`src/rtl/placar_pkg.sv`:
```
// rtl/placar_pkg.sv - shared state codes, result codes and score limits for placar_ctrl
package placar_pkg;

  localparam logic [3:0] ST_IDLE_CODE      = 4'b0000;
  localparam logic [3:0] ST_ARM_CODE       = 4'b0001;
  localparam logic [3:0] ST_GO_CODE        = 4'b0010;
  localparam logic [3:0] ST_POINT_CODE     = 4'b0011;
  localparam logic [3:0] ST_MATCH_END_CODE = 4'b0100;

  typedef enum logic [3:0] {
    ST_IDLE      = ST_IDLE_CODE,
    ST_ARM       = ST_ARM_CODE,
    ST_GO        = ST_GO_CODE,
    ST_POINT     = ST_POINT_CODE,
    ST_MATCH_END = ST_MATCH_END_CODE
  } state_t;

  localparam logic [1:0] PREMIO_NONE = 2'b00;
  localparam logic [1:0] PREMIO_P1   = 2'b01;
  localparam logic [1:0] PREMIO_P2   = 2'b10;

  localparam int unsigned WIN_SCORE_MIN = 1;
  localparam int unsigned WIN_SCORE_MAX = 9;

  // Keeps the threshold a single displayable digit even if misconfigured.
  function automatic logic [3:0] win_limit(input int unsigned w);
    int unsigned c;
    c = w;
    if (c < WIN_SCORE_MIN) c = WIN_SCORE_MIN;
    if (c > WIN_SCORE_MAX) c = WIN_SCORE_MAX;
    return c[3:0];
  endfunction

endpackage

```
`src/rtl/cycle_timer.sv`:
```
// rtl/cycle_timer.sv - loadable down-counter; expired flags the last cycle of a loaded interval
module cycle_timer (
  input  logic        clk,
  input  logic        rst_n,
  input  logic        load,
  input  logic        en,
  input  logic [31:0] load_value,
  output logic        expired
);

  logic [31:0] count;

  // Loading N yields expired on the Nth following edge, so a state lasts N cycles.
  always_ff @(posedge clk) begin
    if (!rst_n) begin
      count <= 32'd0;
    end else if (load) begin
      count <= load_value;
    end else if (en && count > 32'd1) begin
      count <= count - 32'd1;
    end
  end

  assign expired = (count <= 32'd1);

endmodule

```
`src/rtl/placar_ctrl.sv`:
```
// rtl/placar_ctrl.sv - two-player reaction-round match controller; FALSE_START_EN enables false-start penalties
module placar_ctrl
  import placar_pkg::*;
#(
  parameter int unsigned WAIT_CYCLES    = 50_000_000,
  parameter int unsigned TIMEOUT_CYCLES = 250_000_000,
  parameter int unsigned HOLD_CYCLES    = 100_000_000,
  parameter int unsigned WIN_SCORE      = 9
) (
  input  logic       clk,
  input  logic       rst_n,
  input  logic       start,
  input  logic       btn_p1,
  input  logic       btn_p2,
  output logic       go,
  output logic [1:0] premio_f,
  output logic [3:0] p1_f,
  output logic [3:0] p2_f,
  output logic [3:0] state_f
);

  localparam logic [3:0]  WIN     = win_limit(WIN_SCORE);
  localparam logic [31:0] WAIT_V  = WAIT_CYCLES;
  localparam logic [31:0] TOUT_V  = TIMEOUT_CYCLES;
  localparam logic [31:0] HOLD_V  = HOLD_CYCLES;

  state_t      state, state_nxt;
  logic        token;  // 0: P1 holds tie priority, 1: P2
  logic        expired, timer_load, timer_en;
  logic [31:0] timer_value;
  logic        p1_inc, p2_inc, tok_flip, clear;

  cycle_timer u_timer (
    .clk        (clk),
    .rst_n      (rst_n),
    .load       (timer_load),
    .en         (timer_en),
    .load_value (timer_value),
    .expired    (expired)
  );

  assign timer_en = (state == ST_ARM) || (state == ST_GO) || (state == ST_POINT);
  assign state_f  = state;

  // Presses take precedence over timer expiry in every state that honours them.
  always_comb begin
    state_nxt   = state;
    timer_load  = 1'b0;
    timer_value = WAIT_V;
    p1_inc      = 1'b0;
    p2_inc      = 1'b0;
    tok_flip    = 1'b0;
    clear       = 1'b0;
    case (state)
      ST_IDLE: begin
        clear = 1'b1;
        if (start) begin
          state_nxt  = ST_ARM;
          timer_load = 1'b1;
        end
      end
      ST_ARM: begin
`ifdef FALSE_START_EN
        if (btn_p1 && btn_p2) begin
          timer_load = 1'b1;
        end else if (btn_p1 || btn_p2) begin
          p1_inc      = btn_p2;
          p2_inc      = btn_p1;
          state_nxt   = ST_POINT;
          timer_load  = 1'b1;
          timer_value = HOLD_V;
        end else
`endif
        if (expired) begin
          state_nxt   = ST_GO;
          timer_load  = 1'b1;
          timer_value = TOUT_V;
        end
      end
      ST_GO: begin
        if (btn_p1 || btn_p2) begin
          if (btn_p1 && btn_p2) begin
            tok_flip = 1'b1;
            p1_inc   = !token;
            p2_inc   = token;
          end else begin
            p1_inc = btn_p1;
            p2_inc = btn_p2;
          end
          state_nxt   = ST_POINT;
          timer_load  = 1'b1;
          timer_value = HOLD_V;
        end else if (expired) begin
          state_nxt  = ST_ARM;
          timer_load = 1'b1;
        end
      end
      ST_POINT: begin
        if (expired) begin
          if (p1_f == WIN || p2_f == WIN) begin
            state_nxt = ST_MATCH_END;
          end else begin
            state_nxt  = ST_ARM;
            timer_load = 1'b1;
          end
        end
      end
      ST_MATCH_END: begin
        if (start) begin
          clear      = 1'b1;
          state_nxt  = ST_ARM;
          timer_load = 1'b1;
        end
      end
      default: state_nxt = ST_IDLE;
    endcase
  end

  always_ff @(posedge clk) begin
    if (!rst_n) begin
      state    <= ST_IDLE;
      go       <= 1'b0;
      premio_f <= PREMIO_NONE;
      p1_f     <= 4'd0;
      p2_f     <= 4'd0;
      token    <= 1'b0;
    end else begin
      state <= state_nxt;
      go    <= (state_nxt == ST_GO);
      if (clear) begin
        premio_f <= PREMIO_NONE;
        p1_f     <= 4'd0;
        p2_f     <= 4'd0;
        token    <= 1'b0;
      end else begin
        if (p1_inc && p1_f < WIN) p1_f <= p1_f + 4'd1;
        if (p2_inc && p2_f < WIN) p2_f <= p2_f + 4'd1;
        if (tok_flip) token <= !token;
        if (state == ST_POINT && state_nxt == ST_MATCH_END)
          premio_f <= (p1_f == WIN) ? PREMIO_P1 : PREMIO_P2;
      end
    end
  end

endmodule

```
`config.mk`:
```
export PLATFORM = sky130hd
export DESIGN_NAME = placar_ctrl
export DESIGN_NICKNAME = d
export VERILOG_FILES = /design/src/rtl/placar_pkg.sv /design/src/rtl/cycle_timer.sv /design/src/rtl/placar_ctrl.sv
export SDC_FILE = /design/constraint.sdc
export NUM_CORES = 1
export LEC_CHECK = 0
export BUFFER_PORTS_ARGS = -buffer_cell sky130_fd_sc_hd__buf_4
export CORE_MARGIN = 3
export CORE_UTILIZATION = 60
export DETAILED_ROUTE_END_ITERATION = 8
export PLACE_DENSITY = 0.79
export SLEW_MARGIN = 10
export SYNTH_ARGS = -nofsm -noshare
export SYNTH_HDL_FRONTEND = slang
export SYNTH_HIERARCHICAL = 1
export SYNTH_SLANG_ARGS = --single-unit
export TNS_END_PERCENT = 1
```
`constraint.sdc`:
```
create_clock -name clk -period 4.3 [get_ports clk]
set_clock_uncertainty 0.2 [all_clocks]
set_input_delay 0.215 -clock clk [delete_from_list [all_inputs] [get_ports clk]]
set_output_delay 0.215 -clock clk [all_outputs]
set_load 0.01 [all_outputs]
```
* After elaboration in Yosys (flattened, before gate mapping)
Cells that the tools add are included.
** Operators by class
- Multiply operators :: 0
- $lt $le $gt $ge :: 4
- Div/mod/pow operators :: 0
- Reduce and logical (&&, ||, !) cells :: 14
- Multiplexer cells :: 29
- $add $sub $neg :: 3
- Shift-type cells :: 0
- Equal/unequal tests :: 8
- Bitwise gates (word level) :: 1
** Operators by type and width (number)
- 32-bit two-way mux :: 2
- 28-bit one-hot mux with 2 select lines :: 1
- 32-bit by 1-bit > comparator with 1-bit output (second input constant) :: 1
- 32-bit by 1-bit less-or-equal comparator with 1-bit output (second input constant) :: 1
- 32-bit by 1-bit subtractor with 32-bit output (second input constant) :: 1
- 28-bit two-way mux :: 1
- 27-bit two-way mux :: 1
- 4-bit two-way mux :: 5
- 4-bit one-hot mux with 4 select lines :: 1
- 1-bit two-way mux :: 14
- 4-bit by 2-bit equality test with 1-bit output (second input constant) :: 3
- 4-bit by 1-bit adder with 4-bit output (second input constant) :: 2
- 4-bit by 3-bit equality test with 1-bit output (second input constant) :: 2
- 4-bit equality test (second input constant) :: 2
- 4-bit < comparator (second input constant) :: 2
- 1-bit logical AND :: 5
- 4-bit by 1-bit equality test with 1-bit output (second input constant) :: 1
- 4-bit logical NOT :: 1
- 1-bit logical OR :: 4
- 1-bit one-hot mux with 4 select lines :: 1
- 2-bit OR reduction :: 2
- 3-bit two-way mux :: 1
- 2-bit two-way mux :: 1
- 1-bit one-hot mux with 2 select lines :: 1
- 3 further kinds :: 3
** Storage, ports and cells
- Bits in writable memories :: 0
- Memories :: 0
- Output and inout bits :: 15
- Memory bits (read-only) :: 0
- Bits in latches :: 0
- Input port bits :: 5
- Logic and storage cells :: 66
- Register bits :: 48

* Depth between registers and ports, before layout
Gate-level depths: netlist (run 1).
- Depth after elaboration :: 7
- Mapped depth :: 17
- Depth with buffers taken out :: 13

* By module
The synthesis (run 1) kept the hierarchy.
** Modules (own cells, without submodules)
- cycle_timer :: sequential area each 640.6 sq um, times used 1, cells each 232, area an instance 1941.9 sq um
- placar_ctrl :: sequential area each 320.3 sq um, times used 1, cells each 103, area an instance 902.1 sq um

* Worst setup path before layout (run 1)
Ideal clock, no wire load.
- Path type :: reg2reg
- Start point :: register u_timer.count[12]
- End point :: register u_timer.count[18]
- Stages on the path, launching flop included :: 14
- Period minus slack after synthesis :: 3.693 ns
- Path buffers :: 4
- Library setup time :: 0.119 ns
- Slack :: 0.607 ns
- Required time :: 3.981 ns
- Arrival :: 3.374 ns
- Path through :: dfxtp_1 or4_4 or4_4 or4_4 clkinv_4 buf_8 buf_8 and3_2 nand4_1 nand4_1 inv_1 clkbuf_1 clkbuf_1 o221a_1
** On the way
- Longest elaborated chain between the ends :: 5
- Elaborated cells between the ends (all ways) :: 13
- Classes of those cells :: 1 x add/sub; 2 x order compare; 8 x mux; 2 x reduce/logical
** RTL lines
- start, declared :: RTL line cycle_timer.sv:11 : logic [31:0] count;
- start signal, assigned :: RTL line cycle_timer.sv:18 : count <= load_value;
- start signal, assigned :: RTL line cycle_timer.sv:20 : count <= count - 32'd1;
- 32-bit by 1-bit less-or-equal comparator with 1-bit output (*) :: RTL line cycle_timer.sv:24 : assign expired = (count <= 32'd1);
- via expired :: RTL line placar_ctrl.sv:29 : logic expired, timer_load, timer_en;
- 1-bit two-way mux :: RTL line placar_ctrl.sv:74, placar_ctrl.sv:93
- 1-bit two-way mux :: RTL line placar_ctrl.sv:81 : if (btn_p1 || btn_p2) begin
- 1-bit one-hot mux with 4 select lines (*) :: RTL line placar_ctrl.sv:54 : case (state)
- via timer_load :: RTL line placar_ctrl.sv:29
- 32-bit two-way mux / 2-bit nonzero test (equally long branches)
Mark *: on every way through the listed nets, which the timed path passes. The rest lies on a longest branch. The select of a mux whose other input is x is not followed.
A chain may end at the register's enable or synchronous reset.

* Worst setup path after layout (run 1)
- Start point :: register u_timer.count[12]
- End point :: register u_timer.count[2]
The elaborated chain is that of the path after synthesis.

==> results of run 1 <==
-- layout make-up --
type | count | area [sq um] | area share [%]
Multi-Input combinational cell | 269 | 1777 | 56.89
Inverter | 14 | 57.56 | 1.843
Clock buffer | 8 | 90.09 | 2.885
Sequential cell | 48 | 960.9 | 30.77
Timing Repair Buffer | 23 | 172.7 | 5.529
Tap cell | 52 | 65.06 | 2.083
-- per-stage QoR --
| stage | instances | cell area [sq um] | hold WS, ns | worst slack, ns |
|---|---|---|---|---|
| floorplan | 352 | 2908 | 0.1367 | 0.6073 |
| global placement | 406 | 3033 | 0.2704 | 0.5847 |
| detailed placement | 406 | 3033 | 0.2759 | 0.4764 |
| CTS | 414 | 3123 | 0.06243 | 0.4534 |
| global route | 414 | 3123 | 0.1016 | 0.2158 |
| finish | 414 | 3123 | 0.07105 | 0.4159 |
-- metal layers --
metal / vias to the layer above / part of all wire (%) / global-route usage, % / wire length (um)
met5: - / 0 / 0 / 0
met2: 49 / 47 / 38.39 / 2914
met3: 10 / 3.7 / 4.539 / 229
met4: 0 / 1.5 / 8.300 / 95
met1: 1243 / 48 / 32.73 / 2969
li1: 1325 / - / - / -
-- worst reg2reg max path: stages, from the launching register on --
cell and delay (ns):
sky130_fd_sc_hd__dfxtp_1 0.35, sky130_fd_sc_hd__or4_4 0.56, sky130_fd_sc_hd__or4_4 0.47, sky130_fd_sc_hd__or4_4 0.65
sky130_fd_sc_hd__clkinv_4 0.21, sky130_fd_sc_hd__nand2_1 0.08, sky130_fd_sc_hd__nor2_1 0.18, sky130_fd_sc_hd__nand2_1 0.15
sky130_fd_sc_hd__nand4_1 0.14, sky130_fd_sc_hd__inv_1 0.22, sky130_fd_sc_hd__buf_4 0.28, sky130_fd_sc_hd__o21ai_0 0.21
sky130_fd_sc_hd__a31oi_1 0.07
-- power groups by stage --
stage / sequential [mW] / clock, mW / combinational [mW]
2_1_floorplan: 0.496 / 0 / 0.122
3_3_place_gp: 0.503 / 0 / 0.149
3_5_place_dp: 0.503 / 0 / 0.152
4_1_cts: 0.493 / 0.283 / 0.153
5_1_grt: 0.500 / 0.300 / 0.177
6_report: 0.494 / 0.278 / 0.155
-- placed cells by master (no fill, tap or decap), drive strengths merged, types with 3 or more instances in the layout --
| cell type | count |
|---|---|
| o21ai | 42 |
| o41ai | 4 |
| nand4 | 5 |
| or2 | 7 |
| a21oi | 5 |
| nand3 | 3 |
| o31ai | 14 |
| a31oi | 22 |
| nor4 | 4 |
| or3 | 12 |
| nor3b | 6 |
| and4 | 3 |
| clkbuf | 8 |
| or4b | 3 |
| nor3 | 8 |
| a211oi | 5 |
| nor4b | 4 |
| nand2 | 10 |
| nor2 | 21 |
| buf | 23 |
| inv | 13 |
| or4 | 25 |
| nand3b | 6 |
| dfxtp | 48 |
| conb | 19 |
| nand2b | 5 |
| xnor2 | 3 |
| ha | 8 |
-- registers in the layout, indices dropped and copies added, names as in the netlist --
register / flops
token: 1
go: 1
p2_f: 4
state_f: 4
u_timer/count: 32
premio_f: 2
p1_f: 4
-- worst min path at each step --
stage,endpoint,cells past startpoint
floorplan,state_f[0]$_SDFF_PN0_,1
global placement,premio_f[0]$_SDFFE_PP0P_,2
detailed placement,premio_f[0]$_SDFFE_PP0P_,2
CTS,go$_SDFF_PN0_,4
global route,premio_f[1]$_SDFFE_PP0P_,3
finish,premio_f[1]$_SDFFE_PP0P_,3
-- kinds of logic (layout without fill, tap and decap cells) --
| family | count (synthesis) | in the layout | synth area share [%] |
|---|---|---|---|
| other | 2 | 19 | 0.2641 |
| flip-flops | 48 | 48 | 33.79 |
| AND/OR/NAND/NOR | 128 | 128 | 29.17 |
| AO/OA/AOI/OAI | 108 | 108 | 25.34 |
| buffers and inverters | 35 | 45 | 5.983 |
| XOR/XNOR | 4 | 4 | 1.232 |
| multiplexers | 2 | 2 | 0.7039 |
| adder cells (fa/ha/maj) | 8 | 8 | 3.520 |
==> Flow_metrics.wiki, run 1 <==
{| class="wikitable"
! Metric !! Value
|-
| Ant diodes || 0
|-
| TritonCTS clock tree || built
|-
| Final critical path time including I/O delays and setup || 3.884 ns
|-
| Largest net degree at the start of global routing || 38
|-
| Total power || 0.9276 mW
|-
| Fraction of power consumed by combinational cells || 16.7%
|-
| GPL Wtd Cong || 0.8506
|-
| Run status || complete, no violations
|-
| Element type at the critical path end || flop
|-
| Final layout net count || 374
|-
| Clock Sinks || 48
|-
| Number of gates resized after cts || 0
|-
| Share of the synthesized area in the top cell type || 33.79%
|-
| CTS hold repair buffers || 0
|-
| Die ar. || 5602 sq um
|-
| Initial standard-cell utilization of the core || 63.56%
|-
| Peak supply drop || 0.2290 mV
|-
| Number of violations of the max-capacitance limit || 0
|-
| Most area-consuming cells after synthesis || sky130_fd_sc_hd__dfxtp_1, sky130_fd_sc_hd__o21ai_0, sky130_fd_sc_hd__or4_1, sky130_fd_sc_hd__a31oi_1, sky130_fd_sc_hd__o31ai_1
|-
| Proportion of layout cells with a drive suffix above 1 || 12.98%
|-
| Number of instances in the synthesized netlist || 335
|-
| Fraction of registers with async set or reset after synthesis || 0%
|-
| CP max-delay cell || sky130_fd_sc_hd__or4_4
|-
| Top_reg_cell synth || sky130_fd_sc_hd__dfxtp_1
|-
| Post-DP HPWL || 4358 um
|-
| Post-synthesis to final-layout area growth || 9.811%
|-
| CP max FO || 32
|-
| Clk buf depth || 2
|-
| Switching Fraction || 28.51%
|-
| Internal power component || 0.6632 mW
|-
| Count of standard-cell rows || 24
|-
| Number of vias per cell || 6.345
|-
| Number of cell instances on the worst register-to-register path || 12
|-
| Number of buffers created by CTS || 5
|-
| Final setup fails || 0
|-
| Peak Freq || 0.2575 GHz
|-
| GR Util All Layers || 24.12%
|-
| Depth of the CTS H-tree || 2
|-
| Type of origin of the critical path || flop
|-
| Endpoint required time on the critical path || 4.28 ns
|-
| Worst reg2reg setup slack || 0.42 ns
|-
| Worst setup path start || u_timer/count[12]$_SDFFE_PN0P_
|-
| GRT Residual Overflow || 0
|-
| Arrival time of data at the critical path endpoint || 3.87 ns
|-
| DR WL/cell || 14.99 um
|-
| Synth warnings || 6
|-
| Core Area || 4474 sq um
|-
| Wire length of the first global-routing pass || 10650 um
|-
| Part of the total power dissipated in sequential elements || 53.3%
|-
| Number of global-route vias before repair || 2352
|-
| Number of placed I/O pins || 20
|-
| Worst slew margin relative to its limit || 52.34%
|-
| Most frequent cell after synthesis || sky130_fd_sc_hd__dfxtp_1
|-
| Setup repair after global routing missed its margin || false
|-
| Cell types with the highest counts after synthesis || sky130_fd_sc_hd__dfxtp_1, sky130_fd_sc_hd__o21ai_0, sky130_fd_sc_hd__a31oi_1, sky130_fd_sc_hd__or4_1, sky130_fd_sc_hd__nor2_1
|-
| Worst-Skew Late Latency || 0.30 ns
|-
| Remaining antenna violation count after routing || 0
|-
| Hold Startpoint || start
|-
| Number of I/O port buffers || 19
|-
| Fin crit share || 90.33%
|-
| Count of fill cells added during filler insertion || 376
|-
| Setup Total Neg Slack || 0 ns
|-
| Crit path cell chain || or4_4 -> or4_4 -> or4_4 -> clkinv_4 -> nand2_1 -> nor2_1 -> nand2_1 -> nand4_1 -> inv_1 -> buf_4 -> o21ai_0 -> a31oi_1
|-
| Number of synthesized flops with an enable pin || 0
|-
| Critical path type || flop to flop
|-
| Average instance area after synthesis || 8.489 sq um
|-
| Critical path capture point || u_timer/count[2]$_SDFFE_PN0P_
|-
| Cell type with the largest total area after synthesis || sky130_fd_sc_hd__dfxtp_1
|-
| Total number of vias || 2627
|-
| Aggregate routed wire length || 6207 um
|-
| Buffers & Inverters on Critical Path || 3
|-
| Psw || 0.2644 mW
|-
| Total number of cells along the worst setup path || 12
|-
| Total iterations of the first detailed-routing run || 4
|-
| Floorplan die width || 74.85 um
|-
| Clock transition at the registers of the reported paths || 0.08 ns
|-
| Critical Path Max Stage Delay || 0.65 ns
|-
| Hold Path Class || primary input to flop
|-
| Leakage power summed over all cells || 1.116 nW
|-
| Clk network pwr share || 30.0%
|-
| Synthesized flop and latch total || 48
|-
| Number of unique standard cell types used by synthesis || 60
|-
| CTS Root Cell || sky130_fd_sc_hd__clkbuf_8
|-
| Critical path's top delay family || simple AND/OR/NAND/NOR gates
|-
| Die boundary height || 74.85 um
|-
| Worst r2r src || u_timer/count[12]$_SDFFE_PN0P_
|-
| DR DRC count || 0
|-
| Count of endpoints failing hold in the final timing report || 0
|-
| Postcts setup bufs || 0
|-
| Final number of max-transition violations || 0
|-
| Post-route core utilization || 69.80%
|-
| Critical R2R Capture || u_timer/count[2]$_SDFFE_PN0P_
|-
| Antenna violations before repair || 0
|-
| Tightest Pin Transition || 0.7074 ns
|-
| Initial drt markers || 180
|-
| Most numerous cell on the critical path || sky130_fd_sc_hd__or4_4
|-
| Proportion of synthesized chip area in sequential cells || 33.79%
|-
| Cell area after synthesis || 2844 sq um
|-
| Pwr Density || 297.0 nW/um^2
|}
(Power assumes the default switching activity.)
==> run 2, diff against run 1 <==
--- a/config.mk
+++ b/config.mk
@@ -10,6 +10,8 @@
 export CORE_UTILIZATION = 60
 export DETAILED_ROUTE_END_ITERATION = 8
 export PLACE_DENSITY = 0.79
+export RECOVER_POWER = 100
+export SKIP_CTS_REPAIR_TIMING = 1
 export SLEW_MARGIN = 10
 export SYNTH_ARGS = -nofsm -noshare
 export SYNTH_HDL_FRONTEND = slang
==> run 2 against run 1 <==
Final cell count unchanged. Count of clock-buffer cells in the layout unchanged. Die area unchanged. Critical path depth unchanged. Fmax decreased by 1.6%. Setup slack got worse by 0.065 ns. Via count increased by 0.46%. Clock power about the same. Cell area decreased by 3.1%. Total power decreased by 0.51%. Routed wire length increased by 0.47%. Core utilization decreased by 2.2 points. Critical path type unchanged.
==> Flow_metrics.wiki, run 2 (synthesis results as in run 1) <==
{| class="wikitable"
! Metric !! Value
|-
| Proportion of layout cells with a drive suffix above 1 || 7.735%
|-
| TritonCTS clock tree || built
|-
| Post-DP HPWL || 4358 um
|-
| GPL Wtd Cong || 0.8506
|-
| Post-layout worst setup margin || 0.3514 ns
|-
| Instance area at placement || 3033 sq um
|-
| Pwr Density || 305.1 nW/um^2
|-
| Number of I/O port buffers || 19
|-
| Leakage power summed over all cells || 1.047 nW
|-
| Largest net degree at the start of global routing || 38
|-
| Grt met1 use || 32.73%
|-
| Core Area || 4474 sq um
|-
| Area taken by multi-input logic gates || 1735 sq um
|-
| Post-route core utilization || 67.62%
|-
| Die boundary height || 74.85 um
|-
| Met3 global-route usage || 4.539%
|-
| Peak supply drop || 0.2273 mV
|-
| Peak Freq || 0.2533 GHz
|-
| Register ranked first by flip-flop count || u_timer/count
|-
| Depth of the CTS H-tree || 2
|-
| Final number of max-transition violations || 0
|-
| Antenna violations before repair || 0
|-
| GRT Residual Overflow || 0
|-
| GR Util All Layers || 24.12%
|-
| Wire length of the first global-routing pass || 10650 um
|-
| Tightest Pin Transition || 0.8135 ns
|-
| CTS Root Cell || sky130_fd_sc_hd__clkbuf_8
|-
| Total power || 0.9229 mW
|-
| Total number of vias || 2639
|-
| Number of global-route vias before repair || 2352
|-
| DR DRC count || 0
|-
| Number of vias per cell || 6.374
|-
| Critical path's top delay family || simple AND/OR/NAND/NOR gates
|-
| Clk buf depth || 2
|-
| Most common cell after layout, fill and taps aside || sky130_fd_sc_hd__dfxtp_1
|-
| Number of violations of the max-capacitance limit || 0
|-
| Fin crit share || 91.83%
|-
| Initial standard-cell utilization of the core || 63.56%
|-
| Highest-count cells in the layout ignoring fill and taps || sky130_fd_sc_hd__dfxtp_1, sky130_fd_sc_hd__o21ai_0, sky130_fd_sc_hd__or4_1
|-
| Peak-usage layer in the global routing report || met2
|-
| Post-route cell area || 3025 sq um
|-
| Flip-flop count of the largest register, all copies and words added || 32
|-
| Clock transition at the registers of the reported paths || 0.08 ns
|-
| Crit path cell chain || or4_4 -> or4_1 -> or4_4 -> clkinv_4 -> nand2_1 -> nor2_1 -> nand2_1 -> nand4_1 -> inv_1 -> buf_4 -> o21ai_0 -> a31oi_1
|-
| Aggregate routed wire length || 6236 um
|-
| Number of buffers created by CTS || 5
|-
| Final layout net count || 374
|-
| Worst slack, placed || 0.4764 ns
|-
| Count of fill cells added during filler insertion || 403
|-
| CP max FO || 32
|-
| Setup repair after global routing missed its margin || false
|-
| Hold Path Class || primary input to flop
|-
| Initial drt markers || 190
|-
| Critical Path Max Stage Delay || 0.67 ns
|-
| Buffers & Inverters on Critical Path || 3
|-
| Clock Sinks || 48
|-
| Post-synthesis to final-layout area growth || 6.379%
|-
| Element type at the critical path end || flop
|-
| Remaining antenna violation count after routing || 0
|-
| Ant diodes || 0
|-
| Arrival time of data at the critical path endpoint || 3.93 ns
|-
| Count of standard-cell rows || 24
|-
| Worst-Skew Late Latency || 0.30 ns
|-
| Area occupied by registers || 960.9 sq um
|-
| Total iterations of the first detailed-routing run || 4
|-
| Met2 usage || 38.39%
|-
| Type of origin of the critical path || flop
|-
| Number of placed I/O pins || 20
|-
| Final critical path time including I/O delays and setup || 3.949 ns
|-
| Die ar. || 5602 sq um
|-
| Floorplan die width || 74.85 um
|-
| Run status || complete, no violations
|-
| Count of endpoints failing hold in the final timing report || 0
|-
| Setup Total Neg Slack || 0 ns
|-
| Worst slew margin relative to its limit || 45.01%
|-
| Critical path type || flop to flop
|-
| Endpoint required time on the critical path || 4.28 ns
|-
| DR WL/cell || 15.06 um
|-
| Final setup fails || 0
|-
| CP max-delay cell || sky130_fd_sc_hd__or4_4
|}
run 2: tightest hold or removal path, stage by stage:
cell,delay (ns)
sky130_fd_sc_hd__buf_4,0.09
sky130_fd_sc_hd__nand2_1,0.06
sky130_fd_sc_hd__nand4_1,0.12
sky130_fd_sc_hd__nor3_1,0.05
run 2: final cells by class:
cell class                      instances  area share, %
Multi-Input combinational cell        269          57.36
Sequential cell                        48          31.76
Timing Repair Buffer                   23          3.846
Clock buffer                            8          2.978
Tap cell                               52          2.151
Inverter                               14          1.902
run 2: path summary, 6_finish.rpt:
kind	from	endpoint	slack, ns	cells past startpoint
max	u_timer/count[12]$_SDFFE_PN0P_	u_timer/count[2]$_SDFFE_PN0P_	0.35	12
min	start	go$_SDFF_PN0_	0.08	4
min reg2reg	premio_f[0]$_SDFFE_PP0P_	premio_f[0]$_SDFFE_PP0P_	0.29	2
max reg2reg	u_timer/count[12]$_SDFFE_PN0P_	u_timer/count[2]$_SDFFE_PN0P_	0.35	12
run 2: report_power, final:
part / internal (mW) / switching [mW]
Sequential: 0.468 / 0.0254
Combinational: 0.0614 / 0.0909
Clock: 0.131 / 0.146
run 2: stage by stage:
stage	cells	hold WS, ns
6_report	414	0.07530
3_5_place_dp	406	0.2759
3_3_place_gp	406	0.2704
5_1_grt	414	0.1016
2_1_floorplan	352	0.1367
4_1_cts	414	0.06243
run 2: routing by layer:
metal,vias up,routed length [um]
met2,52,2900
met1,1244,3011
met5,-,0
li1,1330,-
met3,13,212
met4,0,111
==> run 3, diff against run 2 <==
--- a/config.mk
+++ b/config.mk
@@ -7,9 +7,10 @@
 export LEC_CHECK = 0
 export BUFFER_PORTS_ARGS = -buffer_cell sky130_fd_sc_hd__buf_4
 export CORE_MARGIN = 3
-export CORE_UTILIZATION = 60
+export CORE_UTILIZATION = 59
 export DETAILED_ROUTE_END_ITERATION = 8
-export PLACE_DENSITY = 0.79
+export HOLD_SLACK_MARGIN = 0.08
+export PLACE_DENSITY = 0.78
 export RECOVER_POWER = 100
 export SKIP_CTS_REPAIR_TIMING = 1
 export SLEW_MARGIN = 10
==> run 3 against run 2 <==
Die area grew 1.6%. Critical path depth stayed put. Sequential power about the same. Sequential cell count unchanged. Clock power grew 5%. Hold slack lost 0.0065 ns. Count of clock-buffer cells in the layout fell by 1. Cell area rose by 0.54%. Via count decreased by 2.2%. Global-route usage decreased by 2.0 points. Critical endpoint is now u_timer/count[29]$_SDFFE_PN0P_. Largest power group unchanged.
==> Flow_metrics.wiki, run 3 (synthesis results as in run 1) <==
{| class="wikitable"
! Metric !! Value
|-
| Run status || complete, no violations
|-
| Endpoint required time on the critical path || 4.28 ns
|-
| DR DRC count || 0
|-
| Element type at the critical path end || flop
|-
| Total number of vias || 2582
|-
| TritonCTS clock tree || built
|-
| Psw || 0.2616 mW
|-
| Pwr Density || 307.7 nW/um^2
|-
| Antenna violations before repair || 0
|-
| Ant diodes || 0
|-
| Aggregate routed wire length || 6144 um
|-
| Highest-count cells in the layout ignoring fill and taps || sky130_fd_sc_hd__dfxtp_1, sky130_fd_sc_hd__o21ai_0, sky130_fd_sc_hd__or4_1, sky130_fd_sc_hd__a31oi_1, sky130_fd_sc_hd__nor2_1
|-
| Core Area || 4504 sq um
|-
| Final critical path time including I/O delays and setup || 3.940 ns
|-
| Total power || 0.9358 mW
|-
| Fraction of power consumed by combinational cells || 16.2%
|-
| Die ar. || 5690 sq um
|-
| Clock Sinks || 48
|-
| GR Util All Layers || 22.09%
|-
| Post-layout worst setup margin || 0.3598 ns
|-
| Clock transition at the registers of the reported paths || 0.08 ns
|-
| Number of violations of the max-capacitance limit || 0
|-
| Arrival time of data at the critical path endpoint || 3.92 ns
|-
| Setup repair after global routing missed its margin || false
|-
| Number of vias per cell || 6.252
|-
| Initial drt markers || 144
|-
| Fin crit share || 91.63%
|-
| Remaining antenna violation count after routing || 0
|-
| Worst slack on hold paths || 0.06884 ns
|-
| Number of buffers created by CTS || 5
|-
| Peak supply drop || 0.2444 mV
|-
| Tightest Pin Transition || 0.8043 ns
|-
| Post-DP HPWL || 4292 um
|-
| GPL Wtd Cong || 0.8447
|-
| Cells on Worst Hold Path || 3
|-
| CTS Root Cell || sky130_fd_sc_hd__clkbuf_8
|-
| Die boundary height || 75.43 um
|-
| Number of placed I/O pins || 20
|-
| Worst slack, placed || 0.3991 ns
|-
| Register ranked first by flip-flop count || u_timer/count
|-
| Depth of the CTS H-tree || 2
|-
| Switching Fraction || 27.95%
|-
| Proportion of layout cells with a drive suffix above 1 || 8.310%
|-
| Peak Freq || 0.2538 GHz
|-
| Initial standard-cell utilization of the core || 63.14%
|-
| Worst slew margin relative to its limit || 45.62%
|-
| Count of standard-cell rows || 24
|-
| Floorplan die width || 75.43 um
|-
| Clk buf depth || 2
|-
| Most numerous cell on the critical path || sky130_fd_sc_hd__or4_4
|-
| CP max FO || 32
|-
| Number of global-route vias before repair || 2116
|-
| Total iterations of the first detailed-routing run || 4
|-
| Internal power component || 0.6742 mW
|-
| DR WL/cell || 14.88 um
|-
| Worst reg2reg setup slack || 0.36 ns
|-
| Number of I/O port buffers || 19
|-
| Crit path cell chain || or4_4 -> or4_4 -> or4_4 -> clkinv_4 -> nand2_1 -> nor2_1 -> nand2_1 -> nand4_1 -> inv_1 -> buf_4 -> o21ai_0 -> a31oi_1
|-
| GRT Residual Overflow || 0
|-
| Leakage power summed over all cells || 1.053 nW
|-
| Post-synthesis to final-layout area growth || 6.951%
|-
| Most common cell after layout, fill and taps aside || sky130_fd_sc_hd__dfxtp_1
|-
| Number of cell instances on the worst register-to-register path || 12
|-
| Largest net degree at the start of global routing || 38
|-
| Final layout net count || 374
|-
| Wire length of the first global-routing pass || 9867 um
|-
| Worst-Skew Late Latency || 0.30 ns
|-
| Clk network pwr share || 31.0%
|-
| Final setup fails || 0
|-
| CP max-delay cell || sky130_fd_sc_hd__or4_4
|-
| Final number of max-transition violations || 0
|-
| Critical Path Max Stage Delay || 0.65 ns
|-
| Part of the total power dissipated in sequential elements || 52.8%
|-
| Type of origin of the critical path || flop
|-
| Flip-flop count of the largest register, all copies and words added || 32
|-
| Setup Total Neg Slack || 0 ns
|-
| Count of endpoints failing hold in the final timing report || 0
|-
| Critical path type || flop to flop
|-
| Hold Path Class || primary input to flop
|}
==> run 3: cell count changes in the layout (fill, tap and decap cells not counted) <==
cell                        delta
sky130_fd_sc_hd__clkbuf_1      -2
sky130_fd_sc_hd__clkbuf_8      +1
sky130_fd_sc_hd__o2111ai_1     -1
sky130_fd_sc_hd__o2111ai_2     +1
sky130_fd_sc_hd__or4_1         -1
sky130_fd_sc_hd__or4_4         +1
sky130_fd_sc_hd__or4b_1        +1
sky130_fd_sc_hd__or4b_2        -1
==> run 3: final cells by class <==
| type | instances | area, sq um |
|---|---|---|
| inverter | 14 | 57.56 |
| fill | 399 | 1463 |
| multi-input combinational | 269 | 1745 |
| clock buffer | 7 | 96.34 |
| timing repair buffer | 23 | 116.4 |
| sequential | 48 | 960.9 |
| tap | 52 | 65.06 |
==> run 3: worst max-delay path: cells and delay by family, from the launching register on <==
kind | cells | cell delay (ns)
AND/OR/NAND/NOR | 7 | 2.22
buffers and inverters | 3 | 0.78
flip-flops | 1 | 0.35
AO/OA/AOI/OAI | 2 | 0.25
==> run 3: stage by stage <==
| stage | instance area [sq um] | std cells | util (%) |
|---|---|---|---|
| 6_report | 3042 | 413 | 67.53 |
| 5_1_grt | 3042 | 413 | 67.53 |
| 4_1_cts | 3129 | 413 | 69.47 |
| 3_5_place_dp | 3033 | 406 | 67.33 |
| 3_3_place_gp | 3033 | 406 | 67.33 |
| 2_1_floorplan | 2908 | 352 | - |
==> run 3: path summary, 6_finish.rpt <==
| path | from | end |
|---|---|---|
| max reg2reg | u_timer/count[12]$_SDFFE_PN0P_ | u_timer/count[29]$_SDFFE_PN0P_ |
| min | start | premio_f[1]$_SDFFE_PP0P_ |
| min reg2reg | premio_f[0]$_SDFFE_PP0P_ | premio_f[0]$_SDFFE_PP0P_ |
| max | u_timer/count[12]$_SDFFE_PN0P_ | u_timer/count[29]$_SDFFE_PN0P_ |
==> run 3: per-layer routing <==
layer / up-vias / part of all wire, % / GRT usage (%)
met1: 1205 / 49 / 31.14
met3: 4 / 4.3 / 4.485
met5: - / 0 / 0
met4: 0 / 0.86 / 6.019
met2: 47 / 46 / 34.42
li1: 1326 / - / -
==> run 3: power by group through the flow <==
stage                     combinational (mW)  clock [mW]  sequential [mW]
after detailed placement               0.152           0            0.504
final                                  0.152       0.290            0.494
after floorplan                        0.122           0            0.496
after CTS                              0.152       0.294            0.494
after global routing                   0.172       0.310            0.498
after global placement                 0.149           0            0.503
